### src/rtl/memory_arbiter_if.sv
// Bundle of the instruction-side, data-side and shared-memory signals of memory_arbiter.
// Latency: none (wires only).
// Backpressure: carries i_mem_ready/d_mem_ready toward requesters and mem_ready from memory.
interface memory_arbiter_if #(
  parameter int DATA_WIDTH   = 32,
  parameter int ADDRESS_BITS = 32
);
  // instruction-side request / response
  logic                    i_mem_read;
  logic [ADDRESS_BITS-1:0] i_mem_address_in;
  logic [DATA_WIDTH-1:0]   i_mem_data_out;
  logic [ADDRESS_BITS-1:0] i_mem_address_out;
  logic                    i_mem_valid;
  logic                    i_mem_ready;

  // data-side request / response
  logic                    d_mem_read;
  logic                    d_mem_write;
  logic [DATA_WIDTH/8-1:0] d_mem_byte_en;
  logic [ADDRESS_BITS-1:0] d_mem_address_in;
  logic [DATA_WIDTH-1:0]   d_mem_data_in;
  logic [DATA_WIDTH-1:0]   d_mem_data_out;
  logic [ADDRESS_BITS-1:0] d_mem_address_out;
  logic                    d_mem_valid;
  logic                    d_mem_ready;

  // shared memory command / response
  logic                    mem_read;
  logic                    mem_write;
  logic [DATA_WIDTH/8-1:0] mem_byte_en;
  logic [ADDRESS_BITS-1:0] mem_address_in;
  logic [DATA_WIDTH-1:0]   mem_data_in;
  logic [DATA_WIDTH-1:0]   mem_data_out;
  logic [ADDRESS_BITS-1:0] mem_address_out;
  logic                    mem_valid;
  logic                    mem_ready;

  // arbiter side
  modport slave (
    input  i_mem_read, i_mem_address_in,
    output i_mem_data_out, i_mem_address_out, i_mem_valid, i_mem_ready,
    input  d_mem_read, d_mem_write, d_mem_byte_en, d_mem_address_in, d_mem_data_in,
    output d_mem_data_out, d_mem_address_out, d_mem_valid, d_mem_ready,
    output mem_read, mem_write, mem_byte_en, mem_address_in, mem_data_in,
    input  mem_data_out, mem_address_out, mem_valid, mem_ready
  );

  // environment side: requesters plus memory
  modport master (
    output i_mem_read, i_mem_address_in,
    input  i_mem_data_out, i_mem_address_out, i_mem_valid, i_mem_ready,
    output d_mem_read, d_mem_write, d_mem_byte_en, d_mem_address_in, d_mem_data_in,
    input  d_mem_data_out, d_mem_address_out, d_mem_valid, d_mem_ready,
    input  mem_read, mem_write, mem_byte_en, mem_address_in, mem_data_in,
    output mem_data_out, mem_address_out, mem_valid, mem_ready
  );
endinterface

### src/rtl/memory_arbiter.sv
// Arbitrates instruction and data requesters onto one shared memory port, one transaction at a time.
// Latency: grant edge -> 1-cycle mem_read/mem_write pulse; response forwarded combinationally on mem_valid.
// Backpressure: requesters accepted only in IDLE with mem_ready=1; no timeout waiting for mem_valid.
// Build option: define MEMORY_ARBITER_ROUND_ROBIN_EN for round-robin on contention (default: data side wins).
module memory_arbiter #(
  parameter int DATA_WIDTH   = 32,
  parameter int ADDRESS_BITS = 32
) (
  input logic              clock,
  input logic              reset,
  input logic              scan,
  memory_arbiter_if.slave  bus
);

  localparam int BE_W = DATA_WIDTH / 8;

  typedef enum logic [1:0] {
    IDLE   = 2'd0,
    I_WAIT = 2'd1,
    D_WAIT = 2'd2
  } state_t;

  state_t state_q;
  state_t state_d;

  // pending requests and arbitration result
  logic i_pend;
  logic d_pend;
  logic d_wins;
  logic grant_i;
  logic grant_d;

  // last winner: 0 = instruction side, 1 = data side
  logic last_grant_q;

  // latched memory command
  logic                    cmd_read_q;
  logic                    cmd_write_q;
  logic [BE_W-1:0]         cmd_byte_en_q;
  logic [ADDRESS_BITS-1:0] cmd_address_q;
  logic [DATA_WIDTH-1:0]   cmd_data_q;

  // combinational requester-facing outputs
  logic                    i_ready;
  logic                    d_ready;
  logic                    i_valid;
  logic                    d_valid;
  logic [DATA_WIDTH-1:0]   i_data;
  logic [DATA_WIDTH-1:0]   d_data;
  logic [ADDRESS_BITS-1:0] i_address;
  logic [ADDRESS_BITS-1:0] d_address;

  // scan only steers simulation-side tracing; the datapath never looks at it
  logic unused_scan;
  assign unused_scan = scan;

  assign i_pend = bus.i_mem_read;
  assign d_pend = bus.d_mem_read | bus.d_mem_write;

  // contention rule: who wins when both sides are pending
  always_comb begin
`ifdef MEMORY_ARBITER_ROUND_ROBIN_EN
    d_wins = ~last_grant_q;
`else
    d_wins = 1'b1;
`endif
  end

  // next state, grants, accept strobes and response steering
  always_comb begin
    state_d   = state_q;
    grant_i   = 1'b0;
    grant_d   = 1'b0;
    i_ready   = 1'b0;
    d_ready   = 1'b0;
    i_valid   = 1'b0;
    d_valid   = 1'b0;
    i_data    = '0;
    d_data    = '0;
    i_address = '0;
    d_address = '0;
    case (state_q)
      IDLE: begin
        // mem_valid is deliberately ignored here: nobody owns the port
        if (bus.mem_ready) begin
          grant_i = i_pend & ~(d_pend & d_wins);
          grant_d = d_pend & ~(i_pend & ~d_wins);
          i_ready = grant_i | ~(i_pend | d_pend);
          d_ready = grant_d | ~(i_pend | d_pend);
          if (grant_i) begin
            state_d = I_WAIT;
          end else if (grant_d) begin
            state_d = D_WAIT;
          end
        end
      end
      I_WAIT: begin
        if (bus.mem_valid) begin
          i_valid   = 1'b1;
          i_data    = bus.mem_data_out;
          i_address = bus.mem_address_out;
          state_d   = IDLE;
        end
      end
      D_WAIT: begin
        if (bus.mem_valid) begin
          d_valid   = 1'b1;
          d_data    = bus.mem_data_out;
          d_address = bus.mem_address_out;
          state_d   = IDLE;
        end
      end
      default: state_d = IDLE;
    endcase
  end

  // state register; reset drops any in-flight transaction
  always_ff @(posedge clock or negedge reset) begin
    if (!reset) begin
      state_q <= IDLE;
    end else begin
      state_q <= state_d;
    end
  end

  // remember the last winner so round-robin can alternate on contention
  always_ff @(posedge clock or negedge reset) begin
    if (!reset) begin
      last_grant_q <= 1'b1;
    end else if (grant_i) begin
      last_grant_q <= 1'b0;
    end else if (grant_d) begin
      last_grant_q <= 1'b1;
    end
  end

  // latch the winner's command; read/write strobes live for exactly one cycle
  always_ff @(posedge clock or negedge reset) begin
    if (!reset) begin
      cmd_read_q    <= 1'b0;
      cmd_write_q   <= 1'b0;
      cmd_byte_en_q <= '0;
      cmd_address_q <= '0;
      cmd_data_q    <= '0;
    end else begin
      cmd_read_q  <= 1'b0;
      cmd_write_q <= 1'b0;
      if (grant_i) begin
        cmd_read_q    <= 1'b1;
        cmd_byte_en_q <= '1;
        cmd_address_q <= bus.i_mem_address_in;
        cmd_data_q    <= '0;
      end else if (grant_d) begin
        // simultaneous read+write from the data side is issued as a write only
        cmd_read_q    <= bus.d_mem_read & ~bus.d_mem_write;
        cmd_write_q   <= bus.d_mem_write;
        cmd_byte_en_q <= bus.d_mem_byte_en;
        cmd_address_q <= bus.d_mem_address_in;
        cmd_data_q    <= bus.d_mem_data_in;
      end
    end
  end

  assign bus.mem_read          = cmd_read_q;
  assign bus.mem_write         = cmd_write_q;
  assign bus.mem_byte_en       = cmd_byte_en_q;
  assign bus.mem_address_in    = cmd_address_q;
  assign bus.mem_data_in       = cmd_data_q;

  assign bus.i_mem_ready       = i_ready;
  assign bus.i_mem_valid       = i_valid;
  assign bus.i_mem_data_out    = i_data;
  assign bus.i_mem_address_out = i_address;

  assign bus.d_mem_ready       = d_ready;
  assign bus.d_mem_valid       = d_valid;
  assign bus.d_mem_data_out    = d_data;
  assign bus.d_mem_address_out = d_address;

endmodule
### src/flat_wrapper.sv
// flat-port wrapper written by rule: the top's interface ports become plain ports
module memory_arbiter_flat 
#(
  parameter int DATA_WIDTH   = 32,
  parameter int ADDRESS_BITS = 32
)
  (clock, reset, scan, bus_i_mem_read, bus_i_mem_address_in, bus_i_mem_data_out, bus_i_mem_address_out, bus_i_mem_valid, bus_i_mem_ready, bus_d_mem_read, bus_d_mem_write, bus_d_mem_byte_en, bus_d_mem_address_in, bus_d_mem_data_in, bus_d_mem_data_out, bus_d_mem_address_out, bus_d_mem_valid, bus_d_mem_ready, bus_mem_read, bus_mem_write, bus_mem_byte_en, bus_mem_address_in, bus_mem_data_in, bus_mem_data_out, bus_mem_address_out, bus_mem_valid, bus_mem_ready);
  memory_arbiter_if #(.DATA_WIDTH(DATA_WIDTH), .ADDRESS_BITS(ADDRESS_BITS)) bus_i ();
  input logic clock;
  input logic reset;
  input logic scan;
  input wire logic [$bits(bus_i.i_mem_read)-1:0] bus_i_mem_read;
  input wire logic [$bits(bus_i.i_mem_address_in)-1:0] bus_i_mem_address_in;
  output wire logic [$bits(bus_i.i_mem_data_out)-1:0] bus_i_mem_data_out;
  output wire logic [$bits(bus_i.i_mem_address_out)-1:0] bus_i_mem_address_out;
  output wire logic [$bits(bus_i.i_mem_valid)-1:0] bus_i_mem_valid;
  output wire logic [$bits(bus_i.i_mem_ready)-1:0] bus_i_mem_ready;
  input wire logic [$bits(bus_i.d_mem_read)-1:0] bus_d_mem_read;
  input wire logic [$bits(bus_i.d_mem_write)-1:0] bus_d_mem_write;
  input wire logic [$bits(bus_i.d_mem_byte_en)-1:0] bus_d_mem_byte_en;
  input wire logic [$bits(bus_i.d_mem_address_in)-1:0] bus_d_mem_address_in;
  input wire logic [$bits(bus_i.d_mem_data_in)-1:0] bus_d_mem_data_in;
  output wire logic [$bits(bus_i.d_mem_data_out)-1:0] bus_d_mem_data_out;
  output wire logic [$bits(bus_i.d_mem_address_out)-1:0] bus_d_mem_address_out;
  output wire logic [$bits(bus_i.d_mem_valid)-1:0] bus_d_mem_valid;
  output wire logic [$bits(bus_i.d_mem_ready)-1:0] bus_d_mem_ready;
  output wire logic [$bits(bus_i.mem_read)-1:0] bus_mem_read;
  output wire logic [$bits(bus_i.mem_write)-1:0] bus_mem_write;
  output wire logic [$bits(bus_i.mem_byte_en)-1:0] bus_mem_byte_en;
  output wire logic [$bits(bus_i.mem_address_in)-1:0] bus_mem_address_in;
  output wire logic [$bits(bus_i.mem_data_in)-1:0] bus_mem_data_in;
  input wire logic [$bits(bus_i.mem_data_out)-1:0] bus_mem_data_out;
  input wire logic [$bits(bus_i.mem_address_out)-1:0] bus_mem_address_out;
  input wire logic [$bits(bus_i.mem_valid)-1:0] bus_mem_valid;
  input wire logic [$bits(bus_i.mem_ready)-1:0] bus_mem_ready;
  assign bus_i.i_mem_read = bus_i_mem_read;
  assign bus_i.i_mem_address_in = bus_i_mem_address_in;
  assign bus_i_mem_data_out = bus_i.i_mem_data_out;
  assign bus_i_mem_address_out = bus_i.i_mem_address_out;
  assign bus_i_mem_valid = bus_i.i_mem_valid;
  assign bus_i_mem_ready = bus_i.i_mem_ready;
  assign bus_i.d_mem_read = bus_d_mem_read;
  assign bus_i.d_mem_write = bus_d_mem_write;
  assign bus_i.d_mem_byte_en = bus_d_mem_byte_en;
  assign bus_i.d_mem_address_in = bus_d_mem_address_in;
  assign bus_i.d_mem_data_in = bus_d_mem_data_in;
  assign bus_d_mem_data_out = bus_i.d_mem_data_out;
  assign bus_d_mem_address_out = bus_i.d_mem_address_out;
  assign bus_d_mem_valid = bus_i.d_mem_valid;
  assign bus_d_mem_ready = bus_i.d_mem_ready;
  assign bus_mem_read = bus_i.mem_read;
  assign bus_mem_write = bus_i.mem_write;
  assign bus_mem_byte_en = bus_i.mem_byte_en;
  assign bus_mem_address_in = bus_i.mem_address_in;
  assign bus_mem_data_in = bus_i.mem_data_in;
  assign bus_i.mem_data_out = bus_mem_data_out;
  assign bus_i.mem_address_out = bus_mem_address_out;
  assign bus_i.mem_valid = bus_mem_valid;
  assign bus_i.mem_ready = bus_mem_ready;
  memory_arbiter #(.DATA_WIDTH(DATA_WIDTH), .ADDRESS_BITS(ADDRESS_BITS)) u_core (.clock(clock), .reset(reset), .scan(scan), .bus(bus_i));
endmodule
### config.mk
export PLATFORM = sky130hd
export DESIGN_NAME = memory_arbiter_flat
export DESIGN_NICKNAME = d
export VERILOG_FILES = /design/src/rtl/memory_arbiter_if.sv /design/src/rtl/memory_arbiter.sv /design/src/flat_wrapper.sv
export SDC_FILE = /design/constraint.sdc
export NUM_CORES = 1
export LEC_CHECK = 0
export ABC_AREA = 1
export CORE_AREA = 2 2 144 146
export DETAILED_ROUTE_END_ITERATION = 12
export DIE_AREA = 0 0 146 148
export HOLD_SLACK_MARGIN = 0.02
export PLACE_DENSITY_LB_ADDON = 0.2
export SLEW_MARGIN = 20
export SYNTH_ARGS = -nofsm -noshare
export SYNTH_HDL_FRONTEND = slang
export SYNTH_SLANG_ARGS = --single-unit
### constraint.sdc
create_clock -name clock -period 2 [get_ports clock]
set_input_delay 0.3 -clock clock [delete_from_list [all_inputs] [get_ports clock]]
set_output_delay 0.3 -clock clock [all_outputs]
set_load 0.01 [all_outputs]
==> summary.txt <==
Detailed routing
  – Total wire length: 20.8 mm
  – Iter 0 DRT Violations: 146
  – Total met3 wirelength after detailed routing: 1.69 mm
  – Metal2 WL: 10.9 mm
  – Detailed-route wire length on metal 1: 7.90 mm
  – Routed wirelength normalized by instance count: 15.6 µm
  – Antenna Nets Post-Route: 0
  – Top layer in use: met5
  – Average via count per standard cell: 4.08
  – Number of vias in the routed layout: 5,449
  – Number of detailed-route iterations in the first pass: 4
  – # DRC: 0

Finish
  – Core Util, Final: 42.2%
  – Combined flip-flop and latch cell area: 0.00180 mm²
  – Multi-input gate area: 0.00185 mm²
  – Number of fill cells: 2,211
  – Final net count: 1,233
  – Ratio of cells with drive above 1 in the final layout: 16.7%
  – Area added between synthesis and finish: 92.4%

Yosys
  – Adder-cell share of the synthesized area: 0.853%
  – XOR/XNOR Fraction of Synth Area: 0%
  – Combinational family with the most area after synthesis: simple AND/OR/NAND/NOR gates
  – Area fraction of the dominant cell type after synthesis: 40.9%
  – Async SR Flop Fraction: 100%
  – Post-Syn Nets: 860
  – Synth Register Bits: 72
  – Post-synthesis mux area share: 0%
  – Cell area after synthesis: 0.00440 mm²
  – Post-synthesis simple-gate area fraction: 39.7%
  – Syn avg cell area: 6.42 µm²
  – Most repeated cell in the gate-level netlist after synthesis: sky130_fd_sc_hd__nand2_1
  – Cells taking the most area after synthesis: sky130_fd_sc_hd__dfrtp_1 41%, sky130_fd_sc_hd__nand2_1 15%, sky130_fd_sc_hd__inv_1 12%
  – Cell taking the most area after synthesis: sky130_fd_sc_hd__dfrtp_1
  – Register area share after synthesis: 40.9%
  – Synthesized-area fraction occupied by ao, oa, aoi and oai cells: 0.825%
  – Top cell types by occurrence after synthesis: 175 x sky130_fd_sc_hd__nand2_1, 140 x sky130_fd_sc_hd__inv_1, 136 x sky130_fd_sc_hd__nor2_1
  – Leading register cell type out of synthesis: sky130_fd_sc_hd__dfrtp_1
  – EDFF count, synth: 0
  – Synth warnings: 0
  – Count of different cell masters after synthesis: 21
  – Cells after synthesis: 685

GRT
  – Number of global-route vias before repair: 5,306
  – Largest net degree at the start of global routing: 46
  – Wire length of the first global-routing pass: 30.7 mm
  – Antenna violations before repair: 3
  – Global router's overall resource usage: 18.3%
  – Final global-route overflow total: 0

Placed design
  – Final GP Congestion: 0.773
  – Placement Setup Slack: -0.161 ns
  – Port bufs: 372
  – Detailed Place HPWL: 15.6 mm

Timing
  – Unrepaired setup endpoints after global routing: true
  – Setup TNS Final: -0.00321 ns
  – Count of pins over their slew limit: 0
  – Fraction of the cycle the final worst path needs: 100%
  – Final setup margin: -0.00321 ns
  – Worst hold margin: 0.450 ns
  – Final hold violations: 0
  – Max_slew headroom: 71.4%
  – Transition time at the pin with the least slew margin: 0.430 ns
  – Largest clock skew in the final design: 0.00733 ns
  – Minimum clock period after layout: 2.00 ns
  – Setup violations, final: 1
  – Max Clk Rate: 499 MHz

Pwr
  – Pwr per Cell Area: 1020 mW/mm²
  – Leakage power: 0.00467 µW
  – Max VDD drop: 0.546 mV

Die
  – Die Ht: 148 µm
  – Floorplan core area: 0.0200 mm²
  – Starting density of the core: 22.0%
  – Area of the die: 0.0216 mm²
  – IO Count: 374
  – Number of placement rows: 52
  – Chip width: 146 µm

CTS
  – Root buffer cell: sky130_fd_sc_hd__clkbuf_16
  – Clk sinks: 72
  – Skew-Pair Late Insertion Delay: 0.33 ns
  – Total CTS buffers: 9
  – Clock buffer depth: 2
  – Clock tree from TritonCTS: yes
  – H-tree depth: 3
  – Clock-pin slew on the worst setup and hold paths: 0.06 ns

Setup path
  – Required time reported for the critical path endpoint: 1.70 ns
  – WS Path Type: reg2out
  – Data arrival time of the critical path: 1.70 ns
  – CP max stage cell: sky130_fd_sc_hd__dfrtp_1
  – Crit-path max cell delay: 0.41 ns
  – Cell-by-cell trace of the critical path: inv_1, ha_2, nand2_4, buf_16, nor2_1, clkdlybuf4s15_2
  – Critical path capture point type: primary output
  – Setup crit start kind: flop
  – Largest fanout of any net on the critical path: 16

Status
  – Violations in the final reports: setup timing
  – Status: finished, violations left

Flow run
  – Max capacitance violation total: 0

Min path
  – Class of the most critical hold timing path: in2async
## critical path: cells and delay by family, from the launching register on
kind | cells | cell delay (ns)
adder cells (fa/ha/maj) | 1 | 0.19
AND/OR/NAND/NOR | 2 | 0.24
buffers and inverters | 3 | 0.53
flip-flops | 1 | 0.41
## state kept, by name (all words and copies together) (netlist names)
name,flops
u_core.bus.mem_address_in,32
u_core.bus.mem_byte_en,4
u_core.bus.mem_data_in,32
u_core.bus.mem_read,1
u_core.bus.mem_write,1
u_core.state_q,2
## layout make-up
| class | instances | share of cell area, % |
|---|---|---|
| flip-flops and latches | 72 | 21.3 |
| clock inverters | 6 | 0.798 |
| inverters | 143 | 6.34 |
| diodes | 2 | 0.0591 |
| repair buffers | 407 | 43.0 |
| multi-input cells | 425 | 21.8 |
| well taps | 270 | 3.99 |
| clock buffers | 10 | 2.71 |
## path summary, 6_finish.rpt
path	slack [ns]	start	to	depth (start not counted)
max in group asynchronous	0.99	reset	u_core.bus.mem_data_in[1]	3
setup reg to reg	0.21	u_core.state_q[0]	u_core.bus.mem_address_in[24]	10
hold reg to reg	0.47	u_core.bus.mem_data_in[24]	u_core.bus.mem_data_in[24]	2
setup / recovery	-0.003	u_core.state_q[0]	bus_d_mem_data_out[3]	6
min in group clock	0.47	u_core.bus.mem_data_in[24]	u_core.bus.mem_data_in[24]	2
hold / removal	0.45	reset	u_core.bus.mem_data_in[11]	2
## repair_timing
| item | 4_1_cts | 5_1_grt |
|---|---|---|
| endpoints found under the hold margin | 26 | 0 |
| gates cloned | 2 | 4 |
| buffers inserted | 0 | 1 |
| hold buffers | 1 | 0 |
| endpoints found under the setup margin | 130 | 120 |
| resized for setup | 172 | 204 |
## kinds of logic after synthesis
group | Yosys count
AOI/OAI and AO/OA | 6
adders and majority gates | 3
buffers and inverters | 188
DFF | 72
and+or+nand+nor | 416
## per-layer routing
layer	global-route usage, %	up-vias
met5	0	-
met4	5.19	2
met3	5.86	17
met2	33.9	215
met1	20.0	2444
li1	-	2771
## where the power goes
group	switching [µW]	internal, µW
Combinational	2160	2310
Clock	662	971
Sequential	355	2140
Total	3180	5420
## placed cells by master (no fill, tap or decap), drive strengths merged
master	instances
dfrtp	72
or2	1
nor3	1
o31ai	1
clkbuf	116
nand2	176
nor2	137
clkinvlp	2
buf	40
ha	3
a21oi	1
nand3	69
clkinv	2
o21ai	4
clkdlybuf4s15	12
diode	2
bufinv	1
inv	144
clkdlybuf4s50	239
dlygate4sd3	1
dlygate4sd2	9
nand4	32
## stage by stage
step / instances / instance area, µm² / power (µW)
final: 1335 / 8460 / 8600
after floorplan: 685 / 4400 / 4290
after global routing: 1334 / 8460 / 9170
after detailed placement: 1309 / 8550 / 7060
after CTS: 1328 / 8810 / 8690
after global placement: 1309 / 8550 / 7050
(Power assumes the default switching activity.)
